## config.mk

```make
export PLATFORM = sky130hd
export DESIGN_NAME = uart_rx
export DESIGN_NICKNAME = d
export VERILOG_FILES = /design/src/rtl/uart_pkg.sv /design/src/rtl/uart_baud_tick.sv /design/src/rtl/uart_rx.sv
export SDC_FILE = /design/constraint.sdc
export NUM_CORES = 1
export LEC_CHECK = 0
export CAP_MARGIN = 20
export CORE_MARGIN = 2
export CORE_UTILIZATION = 55
export DETAILED_ROUTE_END_ITERATION = 7
export PLACE_DENSITY_LB_ADDON = 0.05
export SYNTH_ARGS = -nofsm -noshare
export SYNTH_HDL_FRONTEND = slang
export SYNTH_SLANG_ARGS = --single-unit
export TNS_END_PERCENT = 1
```

## constraint.sdc

```tcl
create_clock -name clock -period 3.1 [get_ports clock]
set_input_delay 0.465 -clock clock [delete_from_list [all_inputs] [get_ports clock]]
set_output_delay 0.465 -clock clock [all_outputs]
set_load 0.03 [all_outputs]
```

## src/rtl/uart_pkg.sv

```systemverilog
// Shared UART definitions: configuration encodings, receiver state encoding
// and the baud divisor calculation used by both uart_tx and uart_rx.
package uart_pkg;

  localparam logic [1:0] BAUD_2400  = 2'b00;
  localparam logic [1:0] BAUD_4800  = 2'b01;
  localparam logic [1:0] BAUD_9600  = 2'b10;
  localparam logic [1:0] BAUD_19200 = 2'b11;

  localparam logic [1:0] PAR_NONE = 2'b00;
  localparam logic [1:0] PAR_ODD  = 2'b01;
  localparam logic [1:0] PAR_EVEN = 2'b10;

  // Ticks per bit the divisor is computed for.
  localparam int OVS_RATE = 16;

  typedef enum logic [2:0] {IDLE, START, DATA, PARITY, STOP, DONE} state_t;

  // Clocks per oversampling tick, rounded to nearest: round(clk_hz / (baud * 16)).
  function automatic logic [15:0] divisor(input int clk_hz, input logic [1:0] sel);
    int baud;
    baud = 2400 << sel;
    return 16'((clk_hz + (baud * OVS_RATE) / 2) / (baud * OVS_RATE));
  endfunction

endpackage

```

## src/rtl/uart_baud_tick.sv

```systemverilog
// Oversampling tick generator: one-clock tick every divisor(CLK_HZ, sel) clocks.
// A reload restarts the count so ticks are phase-aligned to a frame start.
module uart_baud_tick
  import uart_pkg::*;
#(
  parameter int CLK_HZ = 50_000_000
) (
  input  logic       clock,
  input  logic       rst,
  input  logic [1:0] sel,
  input  logic       reload,
  output logic       tick
);

  localparam logic [15:0] DIV_2400  = divisor(CLK_HZ, BAUD_2400);
  localparam logic [15:0] DIV_4800  = divisor(CLK_HZ, BAUD_4800);
  localparam logic [15:0] DIV_9600  = divisor(CLK_HZ, BAUD_9600);
  localparam logic [15:0] DIV_19200 = divisor(CLK_HZ, BAUD_19200);

  logic [15:0] div;
  logic [15:0] cnt;

  // Divisor select from constant table.
  always_comb begin
    div = DIV_2400;
    case (sel)
      BAUD_2400:  div = DIV_2400;
      BAUD_4800:  div = DIV_4800;
      BAUD_9600:  div = DIV_9600;
      BAUD_19200: div = DIV_19200;
      default:    div = DIV_2400;
    endcase
  end

  // Free-running down-counter; tick is registered when the count expires.
  always_ff @(posedge clock or negedge rst) begin
    if (!rst) begin
      cnt  <= '0;
      tick <= 1'b0;
    end else if (reload) begin
      cnt  <= div - 16'd1;
      tick <= 1'b0;
    end else if (cnt == 16'd0) begin
      cnt  <= div - 16'd1;
      tick <= 1'b1;
    end else begin
      cnt  <= cnt - 16'd1;
      tick <= 1'b0;
    end
  end

endmodule

```

## src/rtl/uart_rx.sv

```systemverilog
// UART receiver: 16x oversampled, glitch-filtered start detection, midpoint
// sampling of 7/8-bit LSB-first frames with optional parity and 1/2 stop bits.
module uart_rx
  import uart_pkg::*;
#(
  parameter int CLK_HZ = 50_000_000,
  parameter int OVS    = 16
) (
  input  logic       clock,
  input  logic       rst,
  input  logic       rx_in,
  input  logic [1:0] baud_rate,
  input  logic [1:0] parity_type,
  input  logic       stop_bits,
  input  logic       data_length,
  output logic [7:0] data_out,
  output logic       rx_done,
  output logic       rx_active,
  output logic       parity_error,
  output logic       frame_error
);

  localparam logic [3:0] S_MID  = 4'(OVS / 2 - 1);
  localparam logic [3:0] S_LAST = 4'(OVS - 1);

  logic       sync1, sync2, rx_prev;
  logic       fall;
  logic       tick;
  logic       reload;
  logic [1:0] baud_sel;

  state_t     state;
  logic [3:0] s;
  logic [2:0] idx;
  logic       stop_idx;
  logic [7:0] shift;
  logic       perr, ferr;
  logic [1:0] baud_l, par_l;
  logic       stop_l, len_l;
  logic [2:0] last_idx;
  logic       par_en;
  logic       par_x;

  assign fall     = rx_prev & ~sync2;
  assign reload   = (state == IDLE) && fall;
  assign baud_sel = (state == IDLE) ? baud_rate : baud_l;
  assign last_idx = len_l ? 3'd7 : 3'd6;
  assign par_en   = (par_l == PAR_ODD) || (par_l == PAR_EVEN);
  assign par_x    = (^shift) ^ sync2;

  uart_baud_tick #(.CLK_HZ(CLK_HZ)) u_tick (
    .clock  (clock),
    .rst    (rst),
    .sel    (baud_sel),
    .reload (reload),
    .tick   (tick)
  );

  // Two-flop synchroniser plus one delayed copy for falling-edge detection.
  always_ff @(posedge clock or negedge rst) begin
    if (!rst) begin
      sync1   <= 1'b1;
      sync2   <= 1'b1;
      rx_prev <= 1'b1;
    end else begin
      sync1   <= rx_in;
      sync2   <= sync1;
      rx_prev <= sync2;
    end
  end

  // Receive state machine with registered outputs.
  always_ff @(posedge clock or negedge rst) begin
    if (!rst) begin
      state        <= IDLE;
      s            <= '0;
      idx          <= '0;
      stop_idx     <= 1'b0;
      shift        <= '0;
      perr         <= 1'b0;
      ferr         <= 1'b0;
      baud_l       <= '0;
      par_l        <= '0;
      stop_l       <= 1'b0;
      len_l        <= 1'b0;
      data_out     <= '0;
      rx_done      <= 1'b0;
      rx_active    <= 1'b0;
      parity_error <= 1'b0;
      frame_error  <= 1'b0;
    end else begin
      rx_done <= 1'b0;
      case (state)
        IDLE: begin
          if (fall) begin
            state  <= START;
            s      <= '0;
            baud_l <= baud_rate;
            par_l  <= parity_type;
            stop_l <= stop_bits;
            len_l  <= data_length;
          end
        end
        START: begin
          if (tick) begin
            if (s == S_MID) begin
              s <= '0;
              if (!sync2) begin
                state     <= DATA;
                idx       <= '0;
                shift     <= '0;
                perr      <= 1'b0;
                ferr      <= 1'b0;
                rx_active <= 1'b1;
              end else begin
                state <= IDLE;
              end
            end else begin
              s <= s + 4'd1;
            end
          end
        end
        DATA: begin
          if (tick) begin
            if (s == S_LAST) begin
              s          <= '0;
              shift[idx] <= sync2;
              if (idx == last_idx) begin
                state    <= par_en ? PARITY : STOP;
                stop_idx <= 1'b0;
              end else begin
                idx <= idx + 3'd1;
              end
            end else begin
              s <= s + 4'd1;
            end
          end
        end
        PARITY: begin
          if (tick) begin
            if (s == S_LAST) begin
              s     <= '0;
              // Odd mode wants an odd total count of ones over data plus parity.
              perr  <= (par_l == PAR_ODD) ? ~par_x : par_x;
              state <= STOP;
            end else begin
              s <= s + 4'd1;
            end
          end
        end
        STOP: begin
          if (tick) begin
            if (s == S_LAST) begin
              s <= '0;
              if (!sync2) ferr <= 1'b1;
              if (stop_idx == stop_l) state <= DONE;
              else stop_idx <= 1'b1;
            end else begin
              s <= s + 4'd1;
            end
          end
        end
        DONE: begin
          rx_done      <= 1'b1;
          data_out     <= {shift[7] & len_l, shift[6:0]};
          parity_error <= perr;
          frame_error  <= ferr;
          rx_active    <= 1'b0;
          state        <= IDLE;
        end
        default: state <= IDLE;
      endcase
    end
  end

endmodule

```

==> results.py <==
metrics = {
    "status": {
        "status": "completed",
    },
    "synthesis": {
        "synth-edff-count": 0,
        "syn_area_per_cell_um2": 10.2,
        "ys_ff_latch": 59,
        "syn_inst": 291,
        "async_flop_share_pct": 100,
        "synthAdderAreaFrac_pct": 1.69,
        "synth_warnings": 0,
        "synth-seq-area-share_pct": 50.0,
        "ys_types": 53,
        "synthXorXnorAreaFrac_pct": 6.68,
        "syn_area_um2": 2960,
        "synth.mux.area_fraction_pct": 6.68,
        "synth-simple-area-share_pct": 17.2,
        "synthFlopType": "dfrtp_1",
        "synth_compound_area_share_pct": 14.5,
        "synth_top_family_by_area": "simple AND/OR/NAND/NOR gates",
        "syn-num-nets": 304,
    },
    "detailed_routing": {
        "via_per_inst": 5.65,
        "first_iter_violations": 138,
        "wl_per_cell_um": 15.1,
        "antenna_left": 0,
        "drc_errors": 0,
        "via_count": 2198,
        "wl_um": 5880,
        "firstDrtPassIters": 4,
    },
    "worst_setup_path": {
        "arrival_ps": 2590,
        "start_kind": "register",
        "worstSetupEndpointType": "register",
        "r2r_start": "u_tick.cnt[0]$_DFF_PN0_",
        "r2r_setup_slack_ps": 740,
        "cp_data_required_time_ps": 3330,
        "critPathKind": "register to register",
        "worstPathMaxFanout": 15,
        "r2r.worst_path.cells": 7,
        "reg2reg_to": "u_tick.cnt[6]$_DFF_PN0_",
    },
    "floorplanning": {
        "core_region_area_um2": 5140,
        "pin_count": 21,
        "dieArea_um2": 5980,
        "die_y_um": 77.3,
        "die_width_um": 77.3,
        "core.rowCount": 26,
        "initial_core_util_pct": 57.5,
    },
    "sta": {
        "tightestPinTransition_ps": 634,
        "slew_viol_final": 0,
        "hold_viol_final": 0,
        "slew_headroom_pct": 57.3,
        "finClkSkew_ps": 10.4,
        "clock.fmax_ghz": 0.424,
        "tns_ps": 0,
        "setup_viol": 0,
        "post-route-min-period_ps": 2360,
        "fin_crit_sh_pct": 76.1,
        "rsz0062_at_grt": "false",
        "setup_ws_ps": 740,
    },
    "clock_network": {
        "cts-resized-gates": 0,
        "cts_tree": "yes",
        "clk_latency_ps": 330,
        "cts_setup_buffers": 0,
        "ctsHoldBuffers": 0,
        "clkTransAtPathRegs_ps": 70,
        "cts_max_level": 3,
        "cts_num_sinks": 59,
        "cts_root_buf": "clkbuf_8",
        "cts-buffers-inserted": 9,
        "clk_path_buf_depth": 2,
    },
    "global_route": {
        "grtUsageTotal_pct": 22.1,
        "grt_overflow": 0,
        "antenna_found_initial": 0,
        "grt_start_max_net_pins": 25,
        "grt_pass1_vias": 2172,
        "grt_pass1_wl_um": 10400,
    },
    "placement": {
        "dpl_worst_slack_ps": 759,
        "port_buffers": 20,
        "dpl.hpwl_um": 4250,
        "dp_cells": 373,
        "routabilityCongestion": 0.830,
    },
    "cells_and_area": {
        "syn_to_final_growth_pct": 14.8,
        "instances_no_fill": 389,
        "seq_area_um2": 1480,
        "fin_nets": 327,
        "nFillCells": 443,
        "diodes": 0,
        "drive_gt1_share_pct": 15.7,
        "multi_input_area_um2": 1380,
    },
    "power_and_ir_drop": {
        "p_per_area_nw_per_um2": 744,
        "leakage_nw": 1.48,
        "ir_worst_vdd_mv": 0.404,
    },
    "job": {
        "timing.max_cap.violations": 0,
    },
    "worst_hold_path": {
        "hp-class": "input port to async pin",
    },
}
-- kinds of logic (layout without fill, tap and decap cells) --
kind of cell             count (synthesis)  after routing
AO/OA/AOI/OAI                           67             67
XOR/XNOR                                21             21
adder cells (fa/ha/maj)                  4              4
buffers and inverters                   23             51
flip-flops                              59             59
multiplexers                            18             18
AND/OR/NAND/NOR                         99             99
-- critical path: stages (launching register included) --
cell,delay [ps]
dfrtp_1,400
inv_1,80
ha_1,170
nor3b_1,450
nand4b_1,330
o21bai_2,510
a21oi_1,80
a31o_2,230
-- report_power, final --
group	switching, W	internal [W]
sequential	0.000199	0.000930
clock	0.000295	0.000331
combinational	0.000399	0.000372
total	0.000893	0.00163
-- worst max-delay path by stage --
stage / from / end / slack [ps]
after floorplan: u_tick.cnt[0]$_DFF_PN0_ / u_tick.cnt[10]$_DFF_PN0_ / 1220
after global placement: u_tick.cnt[0]$_DFF_PN0_ / u_tick.cnt[6]$_DFF_PN0_ / 850
after detailed placement: u_tick.cnt[0]$_DFF_PN0_ / u_tick.cnt[6]$_DFF_PN0_ / 760
after CTS: u_tick.cnt[0]$_DFF_PN0_ / u_tick.cnt[6]$_DFF_PN0_ / 740
after global routing: u_tick.cnt[0]$_DFF_PN0_ / u_tick.cnt[6]$_DFF_PN0_ / 430
final: u_tick.cnt[0]$_DFF_PN0_ / u_tick.cnt[6]$_DFF_PN0_ / 740
-- layer usage --
layer | vias to the layer above | global-route usage, % | share of wire (%)
met3 | 16 | 3.26 | 2.5
li1 | 1083 | - | -
met5 | - | 0 | 0
met2 | 39 | 33.3 | 45
met1 | 1060 | 31.3 | 50
met4 | 0 | 11.3 | 2.4
-- synthesized netlist by cell type, drive strengths merged (6+ instances only) --
| cell | count | area share (%) |
|---|---|---|
| nor2 | 24 | 3.0 |
| a21oi | 12 | 2.0 |
| dfrtp | 56 | 47 |
| nand2 | 28 | 3.6 |
| nand3 | 11 | 1.9 |
| clkbuf | 6 | 0.76 |
| mux2 | 14 | 5.3 |
| inv | 11 | 1.4 |
| nor3 | 8 | 1.5 |
| buf | 6 | 1.1 |
| xnor2 | 16 | 4.7 |
| o21ai | 26 | 4.5 |
-- stage by stage --
stage / utilization [%] / area, µm² / total power [W] / hold WS [ps]
final: 66.1 / 3400 / 0.00253 / 98.1
after floorplan: - / 2960 / 0.00171 / 169
after global routing: 66.1 / 3400 / 0.00269 / 153
after global placement: 62.6 / 3220 / 0.00189 / 346
after detailed placement: 62.6 / 3220 / 0.00191 / 347
after CTS: 66.1 / 3400 / 0.00254 / 116
-- sequential cells by signal (all words and copies together) (netlist names), 2 cells and up --
name        cells
baud_l          2
data_out        8
idx             3
par_l           2
s               4
shift           8
state           3
u_tick.cnt     16
-- area by class of cell --
class	instances	area share (%)
flip-flops and latches	59	43.6
well taps	70	2.58
multi-input cells	209	40.7
inverters	11	1.22
clock inverters	4	0.737
repair buffers	24	6.63
clock buffers	12	4.57
-- cell usage in the layout, fill, tap and decap left out, types with 4 or more instances in the layout --
cell / Yosys / final
xnor2_1: 16 / 16
nand2_1: 28 / 28
clkbuf_8: 0 / 11
mux2i_1: 4 / 4
buf_4: 1 / 4
o211ai_1: 4 / 4
mux2_2: 14 / 14
nor2_1: 24 / 24
xor2_1: 4 / 4
nor4_1: 4 / 4
nand3_1: 11 / 11
dfrtp_1: 56 / 56
o21ai_0: 24 / 24
nor3_1: 7 / 7
ha_1: 4 / 4
inv_1: 11 / 11
clkdlybuf4s50_1: 0 / 19
a21oi_1: 12 / 12
Note: power is estimated with default switching activity, not from simulation.
